### config.mk
export PLATFORM = sky130hd
export DESIGN_NAME = rc_pkt_store_flat
export DESIGN_NICKNAME = d
export VERILOG_FILES = /design/src/rtl/rc_pkt_store_pkg.sv /design/src/rtl/rc_pkt_store_if.sv /design/src/rtl/rc_pkt_store.sv /design/src/flat_wrapper.sv
export SDC_FILE = /design/constraint.sdc
export NUM_CORES = 2
export LEC_CHECK = 0
export BUFFER_PORTS_ARGS = -buffer_cell sky130_fd_sc_hd__buf_2
export CAP_MARGIN = 15
export CORE_MARGIN = 3
export CORE_UTILIZATION = 37
export CTS_CLUSTER_DIAMETER = 200
export DETAILED_ROUTE_END_ITERATION = 10
export REMOVE_ABC_BUFFERS = 1
export SETUP_SLACK_MARGIN = 0.4
export SYNTH_ARGS = -nofsm -noshare
export SYNTH_HDL_FRONTEND = slang
export SYNTH_MEMORY_MAX_BITS = 65536
export SYNTH_SLANG_ARGS = --single-unit
### constraint.sdc
create_clock -name pcie_clk -period 34.6 [get_ports pcie_clk]
set_clock_uncertainty 0.1 [all_clocks]
set_input_delay 0 -clock pcie_clk [delete_from_list [all_inputs] [get_ports pcie_clk]]
set_output_delay 0 -clock pcie_clk [all_outputs]
set_load 0.01 [all_outputs]
### src/rtl/rc_pkt_store_pkg.sv
// Shared PCIe RC-interface definitions: bus widths, tuser field positions and
// the completion store FSM encoding.
package rc_pkt_store_pkg;

  localparam int RC_DATA_W   = 256;
  localparam int RC_KEEP_W   = 8;
  localparam int RC_TUSER_W  = 75;
  localparam int RC_DISC_BIT = 42;
  localparam int RC_ASIZE    = 4;

  typedef enum logic [1:0] {
    ST_IDLE = 2'd0,
    ST_RECV = 2'd1,
    ST_DROP = 2'd2
  } state_t;

endpackage

### src/rtl/rc_pkt_store_if.sv
// AXI-Stream RC completion bus (valid/ready, last, data, dword keep, tuser).
interface rc_pkt_store_if
  import rc_pkt_store_pkg::*;
#(
  parameter int DATA_W = RC_DATA_W,
  parameter int KEEP_W = RC_KEEP_W
);

  logic                  tvalid;
  logic                  tready;
  logic                  tlast;
  logic [DATA_W-1:0]     tdata;
  logic [KEEP_W-1:0]     tkeep;
  logic [RC_TUSER_W-1:0] tuser;

  modport master (output tvalid, tlast, tdata, tkeep, tuser, input tready);
  modport slave  (input tvalid, tlast, tdata, tkeep, tuser, output tready);

endinterface

### src/rtl/rc_pkt_store.sv
// Store-and-forward buffer for RC completions; discontinued or oversize TLPs are dropped whole.
// Latency: first beat visible the cycle after its tlast is accepted; reads add no latency.
// Backpressure: s_tready low only when full (never while dropping); m side is plain valid/ready.
module rc_pkt_store
  import rc_pkt_store_pkg::*;
#(
  parameter int DATA_W = RC_DATA_W,
  parameter int KEEP_W = RC_KEEP_W,
  parameter int ASIZE  = RC_ASIZE
) (
  input  logic           pcie_clk,
  input  logic           pcie_rst,
  rc_pkt_store_if.slave  s_axis_rc,
  rc_pkt_store_if.master m_axis_rc,
  output logic [15:0]    drop_cnt
);

  localparam int DEPTH = 1 << ASIZE;
  localparam int ENT_W = 1 + KEEP_W + DATA_W;

  typedef logic [ASIZE:0] ptr_t;

  logic [ENT_W-1:0] mem [DEPTH];
  logic [ENT_W-1:0] rd_ent;

  ptr_t   wr_ptr, cmt_ptr, rd_ptr;
  ptr_t   wr_nxt, cmt_nxt;
  state_t state, state_nxt;
  logic   full, disc, s_acc, m_vld, m_acc, drop_inc, mem_wr;

  assign full  = (wr_ptr[ASIZE] != rd_ptr[ASIZE]) &&
                 (wr_ptr[ASIZE-1:0] == rd_ptr[ASIZE-1:0]);
  assign disc  = s_axis_rc.tuser[RC_DISC_BIT];

  assign s_axis_rc.tready = !pcie_rst && ((state == ST_DROP) || !full);
  assign s_acc = s_axis_rc.tvalid && s_axis_rc.tready;

  // Only committed beats are exposed, so a TLP is never forwarded partially.
  assign m_vld  = !pcie_rst && (rd_ptr != cmt_ptr);
  assign m_acc  = m_vld && m_axis_rc.tready;
  assign rd_ent = mem[rd_ptr[ASIZE-1:0]];

  assign m_axis_rc.tvalid = m_vld;
  assign {m_axis_rc.tlast, m_axis_rc.tkeep, m_axis_rc.tdata} = m_vld ? rd_ent : '0;
  assign m_axis_rc.tuser  = '0;

  always_comb begin
    state_nxt = state;
    wr_nxt    = wr_ptr;
    cmt_nxt   = cmt_ptr;
    drop_inc  = 1'b0;
    mem_wr    = 1'b0;
    case (state)
      ST_IDLE, ST_RECV: begin
        if (s_acc) begin
          mem_wr = 1'b1;
          if (disc) begin
            wr_nxt = cmt_ptr;
            if (s_axis_rc.tlast) begin
              drop_inc  = 1'b1;
              state_nxt = ST_IDLE;
            end else begin
              state_nxt = ST_DROP;
            end
          end else begin
            wr_nxt = wr_ptr + 1'b1;
            if (s_axis_rc.tlast) begin
              cmt_nxt   = wr_ptr + 1'b1;
              state_nxt = ST_IDLE;
            end else begin
              state_nxt = ST_RECV;
            end
          end
        end else if (state == ST_RECV && full && cmt_ptr == rd_ptr) begin
          // TLP larger than the whole buffer: nothing can drain, so give it up.
          wr_nxt    = cmt_ptr;
          state_nxt = ST_DROP;
        end
      end
      ST_DROP: begin
        if (s_acc && s_axis_rc.tlast) begin
          drop_inc  = 1'b1;
          state_nxt = ST_IDLE;
        end
      end
      default: state_nxt = ST_IDLE;
    endcase
  end

  always_ff @(posedge pcie_clk) begin
    if (pcie_rst) begin
      state    <= ST_IDLE;
      wr_ptr   <= '0;
      cmt_ptr  <= '0;
      rd_ptr   <= '0;
      drop_cnt <= '0;
    end else begin
      state   <= state_nxt;
      wr_ptr  <= wr_nxt;
      cmt_ptr <= cmt_nxt;
      if (m_acc) begin
        rd_ptr <= rd_ptr + 1'b1;
      end
      if (drop_inc && drop_cnt != 16'hFFFF) begin
        drop_cnt <= drop_cnt + 16'd1;
      end
    end
  end

  always_ff @(posedge pcie_clk) begin
    if (mem_wr) begin
      mem[wr_ptr[ASIZE-1:0]] <= {s_axis_rc.tlast, s_axis_rc.tkeep, s_axis_rc.tdata};
    end
  end

endmodule
### src/flat_wrapper.sv
// flat-port wrapper written by rule: the top's interface ports become plain ports
module rc_pkt_store_flat import rc_pkt_store_pkg::*;
#(
  parameter int DATA_W = RC_DATA_W,
  parameter int KEEP_W = RC_KEEP_W,
  parameter int ASIZE  = RC_ASIZE
)
  (pcie_clk, pcie_rst, drop_cnt, s_axis_rc_tvalid, s_axis_rc_tlast, s_axis_rc_tdata, s_axis_rc_tkeep, s_axis_rc_tuser, s_axis_rc_tready, m_axis_rc_tvalid, m_axis_rc_tlast, m_axis_rc_tdata, m_axis_rc_tkeep, m_axis_rc_tuser, m_axis_rc_tready);
  rc_pkt_store_if #(.DATA_W(DATA_W), .KEEP_W(KEEP_W)) s_axis_rc_i ();
  rc_pkt_store_if #(.DATA_W(DATA_W), .KEEP_W(KEEP_W)) m_axis_rc_i ();
  input  logic pcie_clk;
  input  logic pcie_rst;
  output logic [15:0] drop_cnt;
  input wire logic [$bits(s_axis_rc_i.tvalid)-1:0] s_axis_rc_tvalid;
  input wire logic [$bits(s_axis_rc_i.tlast)-1:0] s_axis_rc_tlast;
  input wire logic [$bits(s_axis_rc_i.tdata)-1:0] s_axis_rc_tdata;
  input wire logic [$bits(s_axis_rc_i.tkeep)-1:0] s_axis_rc_tkeep;
  input wire logic [$bits(s_axis_rc_i.tuser)-1:0] s_axis_rc_tuser;
  output wire logic [$bits(s_axis_rc_i.tready)-1:0] s_axis_rc_tready;
  output wire logic [$bits(m_axis_rc_i.tvalid)-1:0] m_axis_rc_tvalid;
  output wire logic [$bits(m_axis_rc_i.tlast)-1:0] m_axis_rc_tlast;
  output wire logic [$bits(m_axis_rc_i.tdata)-1:0] m_axis_rc_tdata;
  output wire logic [$bits(m_axis_rc_i.tkeep)-1:0] m_axis_rc_tkeep;
  output wire logic [$bits(m_axis_rc_i.tuser)-1:0] m_axis_rc_tuser;
  input wire logic [$bits(m_axis_rc_i.tready)-1:0] m_axis_rc_tready;
  assign s_axis_rc_i.tvalid = s_axis_rc_tvalid;
  assign s_axis_rc_i.tlast = s_axis_rc_tlast;
  assign s_axis_rc_i.tdata = s_axis_rc_tdata;
  assign s_axis_rc_i.tkeep = s_axis_rc_tkeep;
  assign s_axis_rc_i.tuser = s_axis_rc_tuser;
  assign s_axis_rc_tready = s_axis_rc_i.tready;
  assign m_axis_rc_tvalid = m_axis_rc_i.tvalid;
  assign m_axis_rc_tlast = m_axis_rc_i.tlast;
  assign m_axis_rc_tdata = m_axis_rc_i.tdata;
  assign m_axis_rc_tkeep = m_axis_rc_i.tkeep;
  assign m_axis_rc_tuser = m_axis_rc_i.tuser;
  assign m_axis_rc_i.tready = m_axis_rc_tready;
  rc_pkt_store #(.DATA_W(DATA_W), .KEEP_W(KEEP_W), .ASIZE(ASIZE)) u_core (.pcie_clk(pcie_clk), .pcie_rst(pcie_rst), .s_axis_rc(s_axis_rc_i), .m_axis_rc(m_axis_rc_i), .drop_cnt(drop_cnt));
endmodule
==> summary.txt <==
Global routing
  – Pin count of the biggest net entering global routing: 161
  – GRT Overall Usage: approximately 17%
  – Initial antenna violation count: 85
  – Total gr overflow: 0
  – First-pass GRT wire length: about 570 mm
  – Vias in the first global route: roughly 79000

Place
  – Dpl cell area: 173000 sq um
  – # port buffers: around 550
  – Final HPWL DP: 201 mm
  – GPL Wtd Cong: between 0.7 and 0.8
  – Inst Count DP: 12800
  – Pre-CTS setup slack: between 20 and 30 ns

Floorplan
  – Chip width: 670 microns
  – Row count: about 240
  – Starting density of the core: between 30% and 40%
  – Core Area: 439000 sq um
  – Die area: roughly 450000 sq um
  – Die Y: 670 microns
  – IO Count: between 700 and 800

Setup path
  – CP Depth: 8
  – WS Path Type: reg -> out
  – Worst-case reg-to-reg path depth: 9
  – Crit-path max FO: between 100 and 150
  – RR Endpoint: u_core.mem[12][121]
  – Worst EP arrival: 6.71 ns
  – Max incr delay on CP: 1.01 ns
  – Critical R2R Launch: u_core.wr_ptr[3]
  – R2R Setup Slk: ~29 ns
  – Buf+Inv Stages, Crit Path: 5
  – Crit-path cells: buf_4 -> buf_4 -> buf_12 -> buf_4 -> mux4_2 -> mux4_2 -> nor2b_1 -> buf_2
  – Crit path max-delay family: buffers and inverters
  – Crit path capture type: output port
  – Startpoint types: flip-flop
  – CP Data Required Time: between 30 and 40 ns
  – CP most frequent cell: buf_4
  – CP max-delay cell: dfxtp_4

Worst hold path
  – Worst hold path depth: 6
  – Hold endpoint: u_core.wr_ptr[3]
  – Hold Crit Start: s_axis_rc_tvalid
  – Hold WC Path Type: in -> reg

Yosys
  – Syn_area_per_cell: 24.9 sq um
  – Ys flop type: edfxtp_1
  – Largest cells by area after synthesis: edfxtp_1 78%, mux4_2 18%, nor2b_1 1.0%, dfxtp_1 0.45%, buf_4 0.44%
  – Post-synth cell types: 50
  – Synth Register Bits: 4277
  – Ys async rst share: 0%
  – Seq/Total Area, Yosys: between 70 and 80%
  – YS warnings: 0
  – Count leader, synth: edfxtp_1
  – Post-synth EDFFs: ~4200
  – Syn Inst Count: between 6000 and 7000
  – Area leader, netlist: edfxtp_1
  – Syn Std Cell Area: about 160000 sq um
  – Post-synth top cells: 4240 x edfxtp_1, 1301 x mux4_2, 271 x nor2b_1, 186 x clkbuf_1, 95 x buf_4
  – Share of the synthesized area in the top cell type: between 70% and 80%

Power and ir drop
  – Peak supply drop: 0.0447 mV
  – Pwr Total: 11.2 mW
  – LEAKAGE: 58.8 nW
  – PD cells: 58.0 nW/um^2

STA
  – Max-slew violation count: 0
  – Worst-Margin Slew: 1.20 ns
  – FMAX: between 0.1 and 0.15 GHz
  – Hold Vio Cnt, Final: 0
  – RSZ-0062 raised after global routing: false
  – Setup violators final: 0
  – Period utilization: 19.7%
  – Setup slack after layout: approximately 28 ns
  – Tmin final: between 6 and 7 ns
  – Worst rel slew slack: 19.8%

Clocking
  – Worst-Skew Late Latency: roughly 0.99 ns
  – CTS tree: done
  – Clk buf depth: 4
  – CTS H-Tree Depth: 5
  – Reg clk slew, reported paths: around 0.06 ns
  – CTS sink cnt: around 4300
  – CTS buffer count: roughly 430
  – PostCTS Resize Cnt: 0
  – Postcts setup bufs: 0
  – Root buffer cell: clkbuf_16

Final layout
  – Share of layout cells above drive strength 1: approximately a third
  – Fill count: 36800
  – Multi-input gate area: about 33000 sq um
  – Area growth from synthesis to layout: 17.8%
  – Register area: between 100000 and 150000 sq um
  – Cell area after layout: ~190000 sq um
  – Finished Layout Cells: between 10000 and 15000
  – Layout Nets: roughly 8200

Routing
  – Iter 0 DRT Violations: roughly 7800
  – Via density: 5.32
  – DR DRC count: 0
  – Vias: about 75000
  – Wire per inst: approximately 28 microns
  – Final wirelength: 399 mm
  – Drt pass-1 iters: 6
  – Antenna Nets Post-Route: 0

Flow run
  – MaxCap Viol Count: 0

Status
  – Status: completed
layer usage:
layer	global-route usage [%]	vias to the layer above	wire length, microns
met5	0	-	305
met2	28.7	2643	197000
li1	-	30900	-
met1	24.2	41000	167000
met4	4.30	48	9910
met3	3.20	585	25200
kinds of logic after synthesis:
family / Yosys count / share of synthesized area (%)
fa+ha+maj: 6 / 0.0460
xor+xnor: 16 / 0.0859
flops: 4277 / 78.5
simple gates: 377 / 1.37
other cells: 1 / 0.00230
buf+inv: 427 / 1.38
mux: 1333 / 18.2
compound gates: 108 / 0.470
layout by cell type (no fill, tap or decap), types with 11 or more instances in the layout:
| master | n |
|---|---|
| edfxtp_1 | 4240 |
| mux4_2 | 1301 |
| buf_2 | 552 |
| dlygate4sd3_1 | 543 |
| clkbuf_16 | 435 |
| nor2b_1 | 271 |
| buf_4 | 137 |
| clkbuf_1 | 99 |
| clkinv_1 | 97 |
| clkinv_2 | 79 |
| conb_1 | 75 |
| a211oi_1 | 53 |
| dfxtp_1 | 33 |
| mux2i_1 | 30 |
| bufinv_16 | 30 |
| diode_2 | 25 |
| buf_12 | 23 |
| nand2_1 | 20 |
| nor2_1 | 19 |
| nand3_1 | 18 |
| a21oi_1 | 16 |
| clkinv_16 | 15 |
| nor2_4 | 12 |
| xnor2_1 | 11 |
| clkinvlp_4 | 11 |
sequential cells by signal (all words and copies together) (netlist names), named ones only:
name             flops
u_core.state         2
u_core.drop_cnt     16
u_core.mem        4240
u_core.rd_ptr        5
u_core.wr_ptr        5
u_core.cmt_ptr       5
final cells by class:
cell class	instances	share of cell area, %
clock buffer	534	5.86
tap	5880	3.83
clock inverter	253	1.27
timing repair buffer	1256	5.05
multi-input combinational	1915	17.3
antenna	25	0.0326
sequential	4277	66.7
inverter	7	0.0137
worst max path at each step:
stage | startpoint | endpoint | slack (ns)
2_1_floorplan | flip-flop | m_axis_rc_tdata[118] | -11.80
3_3_place_gp | flip-flop | m_axis_rc_tdata[170] | 28.44
3_5_place_dp | flip-flop | m_axis_rc_tdata[216] | 28.41
4_1_cts | flip-flop | m_axis_rc_tdata[216] | 27.30
5_1_grt | flip-flop | m_axis_rc_tdata[191] | 27.00
6_report | flip-flop | m_axis_rc_tdata[170] | 27.79
worst register-to-register path: cells and delay by family (launching register included):
family | cells | cell delay [ns]
buf+inv | 4 | 2.98
simple gates | 3 | 1.12
flops | 1 | 0.65
compound gates | 1 | 0.51
xor+xnor | 1 | 0.22
stage by stage:
stage	setup TNS, ns	hold WS (ns)	util [%]
after floorplan	-2872.43	-0.0559	-
after global placement	0	0.251	39.4
after detailed placement	0	0.275	39.4
after CTS	0	0.0455	43.8
after global routing	0	0.162	43.8
final	0	0.183	43.8
report_power, final:
group / internal, mW / switching, mW
registers: 5.73 / 0.0148
clock network: 2.54 / 1.97
logic: 0.452 / 0.445
timing repair:
| item | in CTS | in global routing |
|---|---|---|
| hold buffers | 543 | 0 |
| endpoints found under the setup margin | 0 | 0 |
| endpoints found under the hold margin | 4444 | 0 |
Note: power is estimated with default switching activity, not from simulation.
